File: src/rtl/mem_burst_master.sv
// Burst engine driving a single-port synchronous RAM: one command per burst,
// valid/ready write and read streams, 2-entry read buffer hides RAM latency.
module mem_burst_master #(
  parameter int ADDR_W = 5,
  parameter int DATA_W = 32,
  parameter int LEN_W  = 5
) (
  input  logic              clk,
  input  logic              rst,
  input  logic              cmd_valid,
  output logic              cmd_ready,
  input  logic              cmd_write,
  input  logic [ADDR_W-1:0] cmd_addr,
  input  logic [LEN_W-1:0]  cmd_len,
  input  logic              wr_valid,
  output logic              wr_ready,
  input  logic [DATA_W-1:0] wr_data,
  output logic              rd_valid,
  input  logic              rd_ready,
  output logic [DATA_W-1:0] rd_data,
  output logic              busy,
  output logic              done,
  output logic              mem_wd_en,
  output logic              mem_rd_en,
  output logic [ADDR_W-1:0] mem_addr,
  output logic [DATA_W-1:0] mem_din,
  input  logic [DATA_W-1:0] mem_dout
);

  // state | meaning
  // IDLE  | waiting for a command, cmd_ready high
  // WRITE | accepting write beats, one RAM write per handshake
  // READ  | issuing RAM reads and draining the output buffer
  typedef enum logic [1:0] {IDLE, WRITE, READ} state_t;

  localparam logic [LEN_W:0] CNT_ONE = (LEN_W+1)'(1);

  state_t            state_q, state_d;
  logic [ADDR_W-1:0] cur_addr_q, cur_addr_d;
  logic [LEN_W:0]    remaining_q, remaining_d;
  logic [LEN_W:0]    issue_left_q, issue_left_d;
  logic              inflight_q, inflight_d;
  logic              done_q, done_d;
  logic [DATA_W-1:0] buf_q [2];
  logic [DATA_W-1:0] buf_d [2];
  logic              wr_ptr_q, wr_ptr_d;
  logic              rd_ptr_q, rd_ptr_d;
  logic [1:0]        count_q, count_d;
  logic              pop;
  logic              issue_ok;
  logic [2:0]        occupancy;

  assign done = done_q;

  always_comb begin
    state_d      = state_q;
    cur_addr_d   = cur_addr_q;
    remaining_d  = remaining_q;
    issue_left_d = issue_left_q;
    done_d       = 1'b0;
    buf_d        = buf_q;
    wr_ptr_d     = wr_ptr_q;
    rd_ptr_d     = rd_ptr_q;

    cmd_ready = (state_q == IDLE);
    busy      = (state_q != IDLE);
    wr_ready  = (state_q == WRITE);
    mem_wd_en = wr_ready & wr_valid;
    mem_din   = mem_wd_en ? wr_data : '0;
    mem_addr  = busy ? cur_addr_q : '0;
    rd_valid  = (count_q != 2'd0);
    rd_data   = buf_q[rd_ptr_q];
    pop       = rd_valid & rd_ready;

    // Buffered beats plus the one in flight must stay within the 2 buffer slots.
    occupancy  = {1'b0, count_q} + {2'b00, inflight_q} - {2'b00, pop};
    issue_ok   = (state_q == READ) && (occupancy < 3'd2) && (issue_left_q != '0);
    mem_rd_en  = issue_ok;
    inflight_d = issue_ok;

    if (inflight_q) begin
      buf_d[wr_ptr_q] = mem_dout;
      wr_ptr_d        = ~wr_ptr_q;
    end
    if (pop) rd_ptr_d = ~rd_ptr_q;
    count_d = count_q + {1'b0, inflight_q} - {1'b0, pop};

    case (state_q)
      IDLE: begin
        if (cmd_valid) begin
          cur_addr_d   = cmd_addr;
          remaining_d  = {1'b0, cmd_len} + CNT_ONE;
          issue_left_d = {1'b0, cmd_len} + CNT_ONE;
          state_d      = cmd_write ? WRITE : READ;
        end
      end
      WRITE: begin
        if (mem_wd_en) begin
          cur_addr_d  = cur_addr_q + 1'b1;
          remaining_d = remaining_q - CNT_ONE;
          if (remaining_q == CNT_ONE) begin
            state_d = IDLE;
            done_d  = 1'b1;
          end
        end
      end
      READ: begin
        if (issue_ok) begin
          cur_addr_d   = cur_addr_q + 1'b1;
          issue_left_d = issue_left_q - CNT_ONE;
        end
        if (pop) begin
          remaining_d = remaining_q - CNT_ONE;
          if (remaining_q == CNT_ONE) begin
            state_d = IDLE;
            done_d  = 1'b1;
          end
        end
      end
      default: state_d = IDLE;
    endcase
  end

  always_ff @(posedge clk or posedge rst) begin
    if (rst) begin
      state_q      <= IDLE;
      cur_addr_q   <= '0;
      remaining_q  <= '0;
      issue_left_q <= '0;
      inflight_q   <= 1'b0;
      done_q       <= 1'b0;
      buf_q[0]     <= '0;
      buf_q[1]     <= '0;
      wr_ptr_q     <= 1'b0;
      rd_ptr_q     <= 1'b0;
      count_q      <= '0;
    end else begin
      state_q      <= state_d;
      cur_addr_q   <= cur_addr_d;
      remaining_q  <= remaining_d;
      issue_left_q <= issue_left_d;
      inflight_q   <= inflight_d;
      done_q       <= done_d;
      buf_q        <= buf_d;
      wr_ptr_q     <= wr_ptr_d;
      rd_ptr_q     <= rd_ptr_d;
      count_q      <= count_d;
    end
  end

endmodule

File: config.mk
export PLATFORM = sky130hd
export DESIGN_NAME = mem_burst_master
export DESIGN_NICKNAME = d
export VERILOG_FILES = /design/src/rtl/mem_burst_master.sv
export SDC_FILE = /design/constraint.sdc
export NUM_CORES = 1
export LEC_CHECK = 0
export CAP_MARGIN = 20
export CORE_UTILIZATION = 42
export CTS_CLUSTER_DIAMETER = 80
export DETAILED_ROUTE_END_ITERATION = 6
export PLACE_DENSITY = 0.75
export SKIP_LAST_GASP = 1
export SYNTH_ARGS = -nofsm -noshare
export SYNTH_HDL_FRONTEND = slang
export SYNTH_SLANG_ARGS = --single-unit
File: constraint.sdc
create_clock -name clk -period 4.6 [get_ports clk]
set_clock_uncertainty 0.05 [all_clocks]
set_input_delay 1.38 -clock clk [delete_from_list [all_inputs] [get_ports clk]]
set_output_delay 1.38 -clock clk [all_outputs]
set_load 0.01 [all_outputs]
==> summary.txt, run 1 <==
final hold slack -> 0.450 ns
simple-gate share of the synthesized area -> 10.7%
clock network fraction of total power -> 11.7%
RSZ-0062 raised after global routing -> no
net count reported at finish -> 643
outcome -> finished clean
wire length per cell after detailed routing -> 16.4 um
vias in the first global route -> 3874
combinational share of power -> 54.7%
Slew Limit Fails -> 0
full die area -> 0.0114 mm^2
net switching power -> 1.54 mW
final design instance area without fill -> 0.00655 mm^2
Peak Freq -> 226 MHz
via count -> 3579
final setup violation count -> 0
total count of hold-check failures in the final report -> 0
post-route clock period utilization -> 96.3%
Max clock buf depth -> 2
data arrival time of the critical path -> 3.00 ns
cell at the root of the clock tree -> clkbuf_8
worst min-delay path category -> register to register
ranking of synthesized cells by area -> dfrtp_1 (49%), mux2_2 (23%), and3_1 (4.4%)
# Max-Cap Violations -> 0
Top FF cell, synth -> dfrtp_1
total of flip-flops plus latches after synthesis -> 89
kind of critical path -> input pin to primary output
number of optimization iterations in the first detailed-route pass -> 4
CTS H-tree lvls -> 3
final non-filler cell total -> 691
die outline height -> 107 um
dominant combinational cell family by area after synthesis -> multiplexers
headroom to the max-slew limit -> 33.2%
post-synthesis to final-layout area growth -> 42.7%
floorplan row count -> 37
accumulated negative setup slack -> 0 ns
initial standard-cell utilization of the core -> 43.9%
sum of routed wire length over all layers -> 11300 um
core outline area -> 0.0105 mm^2
port buffer count -> 155
leftover overflow at the end of global routing -> 0
Worst Setup SP -> rd_ready
post-synthesis xor/xnor area fraction -> 1.14%
slack of the critical path -> 0.171 ns
ant diodes -> 0
post-layout utilization of the core -> 62.6%
overall power -> 4.26 mW
part of the Yosys area used for sequential elements -> 48.5%
hold buffer count at CTS -> 0
maximum number of pins on one net before global-route repair -> 58
Compound-Gate Fraction of Synth Area -> 8.23%
Async S/R FF share, synth -> 100%
largest area contributor in the synthesized netlist -> dfrtp_1
Detail Placement HPWL -> 8320 um
Sequential Power Share -> 33.7%
distinct cell type count of the synthesized netlist -> 44
worst-margin pin slew -> 0.999 ns
cells after synthesis -> 394
Inserted Clock Buffers -> 9
cell-internal power -> 2.72 mW
Post-Syn Area -> 0.00459 mm^2
register clock-pin slew on the reported worst setup and hold paths -> 0.09 ns
worst reg2reg startpoint -> count_q[1]$_DFF_PP0_
min Tclk post-route -> 4.43 ns
via/cell ratio -> 5.18
I/O pin count -> 156
horizontal die dimension -> 107 um
reported leakage power -> 2.82 nW
share of the synthesized area in the top cell type -> 48.5%
layout cells sized above 1 -> 24.9%
Commonest cells post-synth -> mux2_2 (93), dfrtp_1 (89), and3_1 (32)
DR DRC count -> 0
highest net fanout along the worst path -> 3
Synth Area in Adders -> 3.43%
launch instance of the worst min-delay path -> buf_q[57]$_DFFE_PP0P_
DRC marker count from the first detailed-route iteration -> 119
multiplexer share of the synthesized area -> 24.2%
EDFF count, synth -> 0
number of antenna violations at the first check in global routing -> 0
count of synthesis-stage warnings from yosys -> 0
first-pass GRT wire length -> 18900 um
CTS tree -> done
syn nets -> 486
latest clock arrival within the worst-skew pair -> 0.36 ns
number of fill cells in the layout -> 871
global-route usage over all layers -> 21.4%
data required time of the worst path -> 3.17 ns
final weighted congestion in routability-driven placement -> 0.879
capturing element type of the critical path -> primary output
switching part of the total power -> 36.2%
total placed instance area -> 0.00631 mm^2
power per cell area -> 650 mW/mm^2
placed cell count -> 671
synthesized area divided by synthesized cell count -> 11.7 um^2
peak supply drop -> 0.286 mV
most common cell in the netlist -> mux2_2
setup slack after placement -> -0.709 ns
critical path launch point type -> input pin
ANT nets after route -> 0
number of clock sinks seen by CTS -> 89
[layout by cell type (no fill, tap or decap), types with 2 or more instances in the layout]
cell and instances:
nand2_1 16, nor2_1 12, clkbuf_8 9, mux2_2 93, nand3_1 10, clkinv_4 2, inv_6 3, o22ai_1 6
mux2_1 3, a21oi_1 13, xor2_1 2, nor3b_1 2, clkdlybuf4s50_1 153, mux2i_1 3, and3_1 32, nand2b_1 2
buf_4 12, o21ai_0 14, inv_1 19, o21ai_1 3, nor2b_1 6, dfrtp_1 89, ha_1 10, xnor2_1 3
a21oi_2 2, nor3_1 5, a22o_1 2
[layout make-up]
type | count | area [um^2] | area share, %
clock buffers | 9 | 124 | 1.89
clock inverters | 6 | 51.3 | 0.783
inverters | 21 | 80.1 | 1.22
multi-input cells | 261 | 2210 | 33.8
flip-flops and latches | 89 | 2230 | 34.0
well taps | 136 | 170 | 2.60
repair buffers | 169 | 1690 | 25.7
[state kept, by name, summed over array words and instances, names as in the netlist]
register and count:
rd_ptr_q 1, issue_left_q 6, cur_addr_q 5, buf_q 64
done 1, wr_ptr_q 1, state_q 2, remaining_q 6
inflight_q 1, count_q 2
[power groups by stage]
stage	Combinational [mW]	Clock, mW	Sequential [mW]
CTS	2.33	0.511	1.43
detailed placement	2.30	0	1.44
floorplan	1.46	0	1.35
global route	2.55	0.542	1.50
finish	2.33	0.497	1.43
global placement	2.24	0	1.42
[repair_timing]
item	in CTS	in global routing
endpoints found under the setup margin	1	1
buffers inserted	2	2
resized for setup	10	2
pin swaps	2	2
[kinds of logic after synthesis]
group / Yosys count
and+or+nand+nor: 91
muxes: 99
DFF: 89
xor gates and xnor gates: 6
buffers and inverters: 44
AOI/OAI and AO/OA: 53
adders and majority gates: 12
[final timing paths]
kind	endpoint	slack, ns	cells after the start
worst max-delay path	mem_rd_en	0.17	11
worst min-delay path	buf_q[57]$_DFFE_PP0P_	0.45	1
worst max register to register	issue_left_q[4]$_DFFE_PP0P_	1.42	14
worst min register to register	buf_q[57]$_DFFE_PP0P_	0.45	1
max in group asynchronous	issue_left_q[0]$_DFFE_PP0P_	2.56	4
min in group asynchronous	buf_q[34]$_DFFE_PP0P_	1.18	2
[routing by layer]
metal / up-vias / global-route usage (%) / wire [um]
met2: 132 / 37.8 / 5730
met4: 0 / 5.87 / 124
met5: - / 0 / 0
met3: 11 / 4.29 / 713
li1: 1711 / - / -
met1: 1725 / 26.4 / 4770
[worst max-delay path: stages]
cell      delay, ns
clkbuf_2       0.09
o21ai_2        0.05
inv_1          0.06
ha_1           0.26
inv_1          0.04
ha_2           0.16
fa_1           0.47
nor2b_2        0.17
o311ai_4       0.11
inv_2          0.10
buf_6          0.11
(Power assumes the default switching activity.)
==> run 2, diff against run 1 <==
--- a/config.mk
+++ b/config.mk
@@ -6,6 +6,7 @@
 export NUM_CORES = 1
 export LEC_CHECK = 0
 export CAP_MARGIN = 20
+export CORE_MARGIN = 2
 export CORE_UTILIZATION = 42
 export CTS_CLUSTER_DIAMETER = 80
 export DETAILED_ROUTE_END_ITERATION = 6
==> run 2 against run 1 <==
Net effect:
- cell count increased by 0.29%
- worst hold slack lost 0.016 ns
- non-clock buffer count shrank 3
- sequential power about the same
- sequential cell count did not move
- setup slack lost 0.056 ns
- first-iteration DRC count increased by 45%
- sequential share of layout area is 0.18 points lower
- wire length shrank 2.0%
- cell area is 0.53% higher
- global-route usage down 1.3 points
- total power is 2.4% higher
==> summary.txt, run 2 (synthesis results as in run 1) <==
kind of critical path -> input pin to primary output (unchanged)
final weighted congestion in routability-driven placement -> 0.779 (was 0.879)
number of fill cells in the layout -> 892 (was 871)
horizontal die dimension -> 109 um (was 107 um)
reg2reg setup slack -> 1.60 ns (was 1.42 ns)
post-layout utilization of the core -> 61.3% (was 62.6%)
number of optimization iterations in the first detailed-route pass -> 4 (unchanged)
via count -> 3602 (was 3579)
ANT nets after route -> 0 (unchanged)
data arrival time of the critical path -> 3.06 ns (was 3.00 ns)
I/O pin count -> 156 (unchanged)
final non-filler cell total -> 693 (was 691)
number of clock sinks seen by CTS -> 89 (unchanged)
wire length per cell after detailed routing -> 16.0 um (was 16.4 um)
Max clock buf depth -> 2 (unchanged)
register bank with the most flops -> buf_q (unchanged)
cell-internal power -> 2.82 mW (was 2.72 mW)
hold buffer count at CTS -> 0 (unchanged)
port buffer count -> 155 (unchanged)
CTS H-tree lvls -> 3 (unchanged)
DR DRC count -> 0 (unchanged)
power per cell area -> 662 mW/mm^2 (was 650 mW/mm^2)
core outline area -> 0.0107 mm^2 (was 0.0105 mm^2)
full die area -> 0.0118 mm^2 (was 0.0114 mm^2)
Sequential Power Share -> 32.4% (was 33.7%)
Detail Placement HPWL -> 8010 um (was 8320 um)
clock network fraction of total power -> 14.5% (was 11.7%)
headroom to the max-slew limit -> 34.5% (was 33.2%)
min Tclk post-route -> 4.49 ns (was 4.43 ns)
global-route usage over all layers -> 20.1% (was 21.4%)
max reg flops -> 64 (unchanged)
total count of hold-check failures in the final report -> 0 (unchanged)
worst hold path cell count -> 1 (unchanged)
launch instance of the worst min-delay path -> rd_ptr_q$_DFFE_PP0P_ (was buf_q[57]$_DFFE_PP0P_)
accumulated negative setup slack -> 0 ns (unchanged)
combinational share of power -> 53.2% (was 54.7%)
worst-margin pin slew -> 0.981 ns (was 0.999 ns)
worst reg2reg startpoint -> count_q[1]$_DFF_PP0_ (unchanged)
highest net fanout along the worst path -> 2 (was 3)
latest clock arrival within the worst-skew pair -> 0.36 ns (about the same)
data required time of the worst path -> 3.17 ns (about the same)
maximum number of pins on one net before global-route repair -> 49 (was 58)
ant diodes -> 0 (unchanged)
capturing element type of the critical path -> primary output (unchanged)
switching part of the total power -> 35.4% (was 36.2%)
# Max-Cap Violations -> 0 (unchanged)
overall power -> 4.36 mW (was 4.26 mW)
CTS tree -> done (unchanged)
number of antenna violations at the first check in global routing -> 0 (unchanged)
via/cell ratio -> 5.20 (was 5.18)
reg2reg end -> cur_addr_q[0]$_DFFE_PP0P_ (was issue_left_q[4]$_DFFE_PP0P_)
critical path launch point type -> input pin (unchanged)
RSZ-0062 raised after global routing -> no (unchanged)
vias in the first global route -> 3770 (was 3874)
Hold Crit Endpoint -> rd_ptr_q$_DFFE_PP0P_ (was buf_q[57]$_DFFE_PP0P_)
initial standard-cell utilization of the core -> 42.7% (was 43.9%)
reported leakage power -> 2.83 nW (was 2.82 nW)
biggest registers after layout -> buf_q: 64 flops, issue_left_q: 6 flops, remaining_q: 6 flops (unchanged)
layout cells sized above 1 -> 24.6% (was 24.9%)
first-pass GRT wire length -> 18200 um (was 18900 um)
Peak Freq -> 223 MHz (was 226 MHz)
leading cell type in the layout, fill and taps excluded -> clkdlybuf4s50_1 (unchanged)
sum of routed wire length over all layers -> 11100 um (was 11300 um)
Worst R2R Path Depth -> 13 (was 14)
final design instance area without fill -> 0.00659 mm^2 (was 0.00655 mm^2)
post-route clock period utilization -> 97.5% (was 96.3%)
placed cell count -> 675 (was 671)
floorplan row count -> 38 (was 37)
Slew Limit Fails -> 0 (unchanged)
final setup violation count -> 0 (unchanged)
Inserted Clock Buffers -> 9 (unchanged)
peak supply drop -> 0.277 mV (was 0.286 mV)
DRC marker count from the first detailed-route iteration -> 173 (was 119)
net count reported at finish -> 640 (was 643)
most frequent cells in the layout -> clkdlybuf4s50_1 (153), mux2_2 (93), dfrtp_1 (89) (unchanged)
net switching power -> 1.54 mW (about the same)
die outline height -> 109 um (was 107 um)
cell at the root of the clock tree -> clkbuf_8 (unchanged)
post-synthesis to final-layout area growth -> 43.4% (was 42.7%)
outcome -> finished clean (unchanged)
worst min-delay path category -> register to register (unchanged)
leftover overflow at the end of global routing -> 0 (unchanged)
register clock-pin slew on the reported worst setup and hold paths -> 0.09 ns (about the same)
total placed instance area -> 0.00631 mm^2 (about the same)
==> run 2: cell count changes in the layout (fill, tap and decap cells not counted), sizes merged <==
cell,change
clkinvlp,-1
bufinv,+2
inv,-1
buf,-3
clkdlybuf4s15,+1
==> run 2: how the worst max path moves through the flow <==
stage                  start        end  slack, ns
finish              rd_ready  mem_rd_en       0.11
global route        rd_ready  mem_rd_en      0.003
CTS                 rd_ready  mem_rd_en       0.04
detailed placement  rd_ready  mem_rd_en      -0.70
global placement    rd_ready  mem_rd_en      -0.68
floorplan           rd_ready  mem_rd_en       0.12
==> run 2: repair_timing <==
action / in CTS / in global routing
pin swaps: 2 / 2
buffers inserted: 2 / 0
setup endpoints to repair: 1 / 1
resized for setup: 11 / 3
==> run 2: routing by layer <==
layer	track usage, %	part of all wire, %
met5	0	0
met4	6.78	1.4
met3	5.06	7.1
met2	35.0	49
met1	24.1	42
==> run 2: stage by stage <==
step	worst slack [ns]	hold WS (ns)
after floorplan	0.120	0.404
after global placement	-0.680	0.411
after detailed placement	-0.703	0.419
after CTS	0.0366	0.436
after global routing	0.00288	0.473
final	0.115	0.434
==> run 2: critical path, stage by stage <==
cell and delay (ns):
clkdlybuf4s15_1 0.17, o21ai_2 0.06, inv_1 0.07, ha_1 0.26
inv_1 0.06, ha_2 0.17, fa_2 0.46, nor2b_4 0.14
o311ai_4 0.10, inv_2 0.08, buf_6 0.10
==> run 2: power by group through the flow <==
stage	Sequential, mW	Combinational (mW)	Clock, mW
finish	1.41	2.32	0.630
detailed placement	1.42	2.30	0
CTS	1.41	2.33	0.650
floorplan	1.35	1.46	0
global placement	1.39	2.25	0
global route	1.47	2.55	0.678
==> run 2: area by class of cell <==
type                       instances  area [um^2]  share of cell area, %
clock inverter                     6         97.6                   1.48
tap                              140          175                   2.66
clock buffer                      10          138                   2.09
multi-input combinational        261         2220                   33.7
timing repair buffer             166         1650                   25.0
inverter                          21         80.1                   1.22
sequential                        89         2230                   33.8
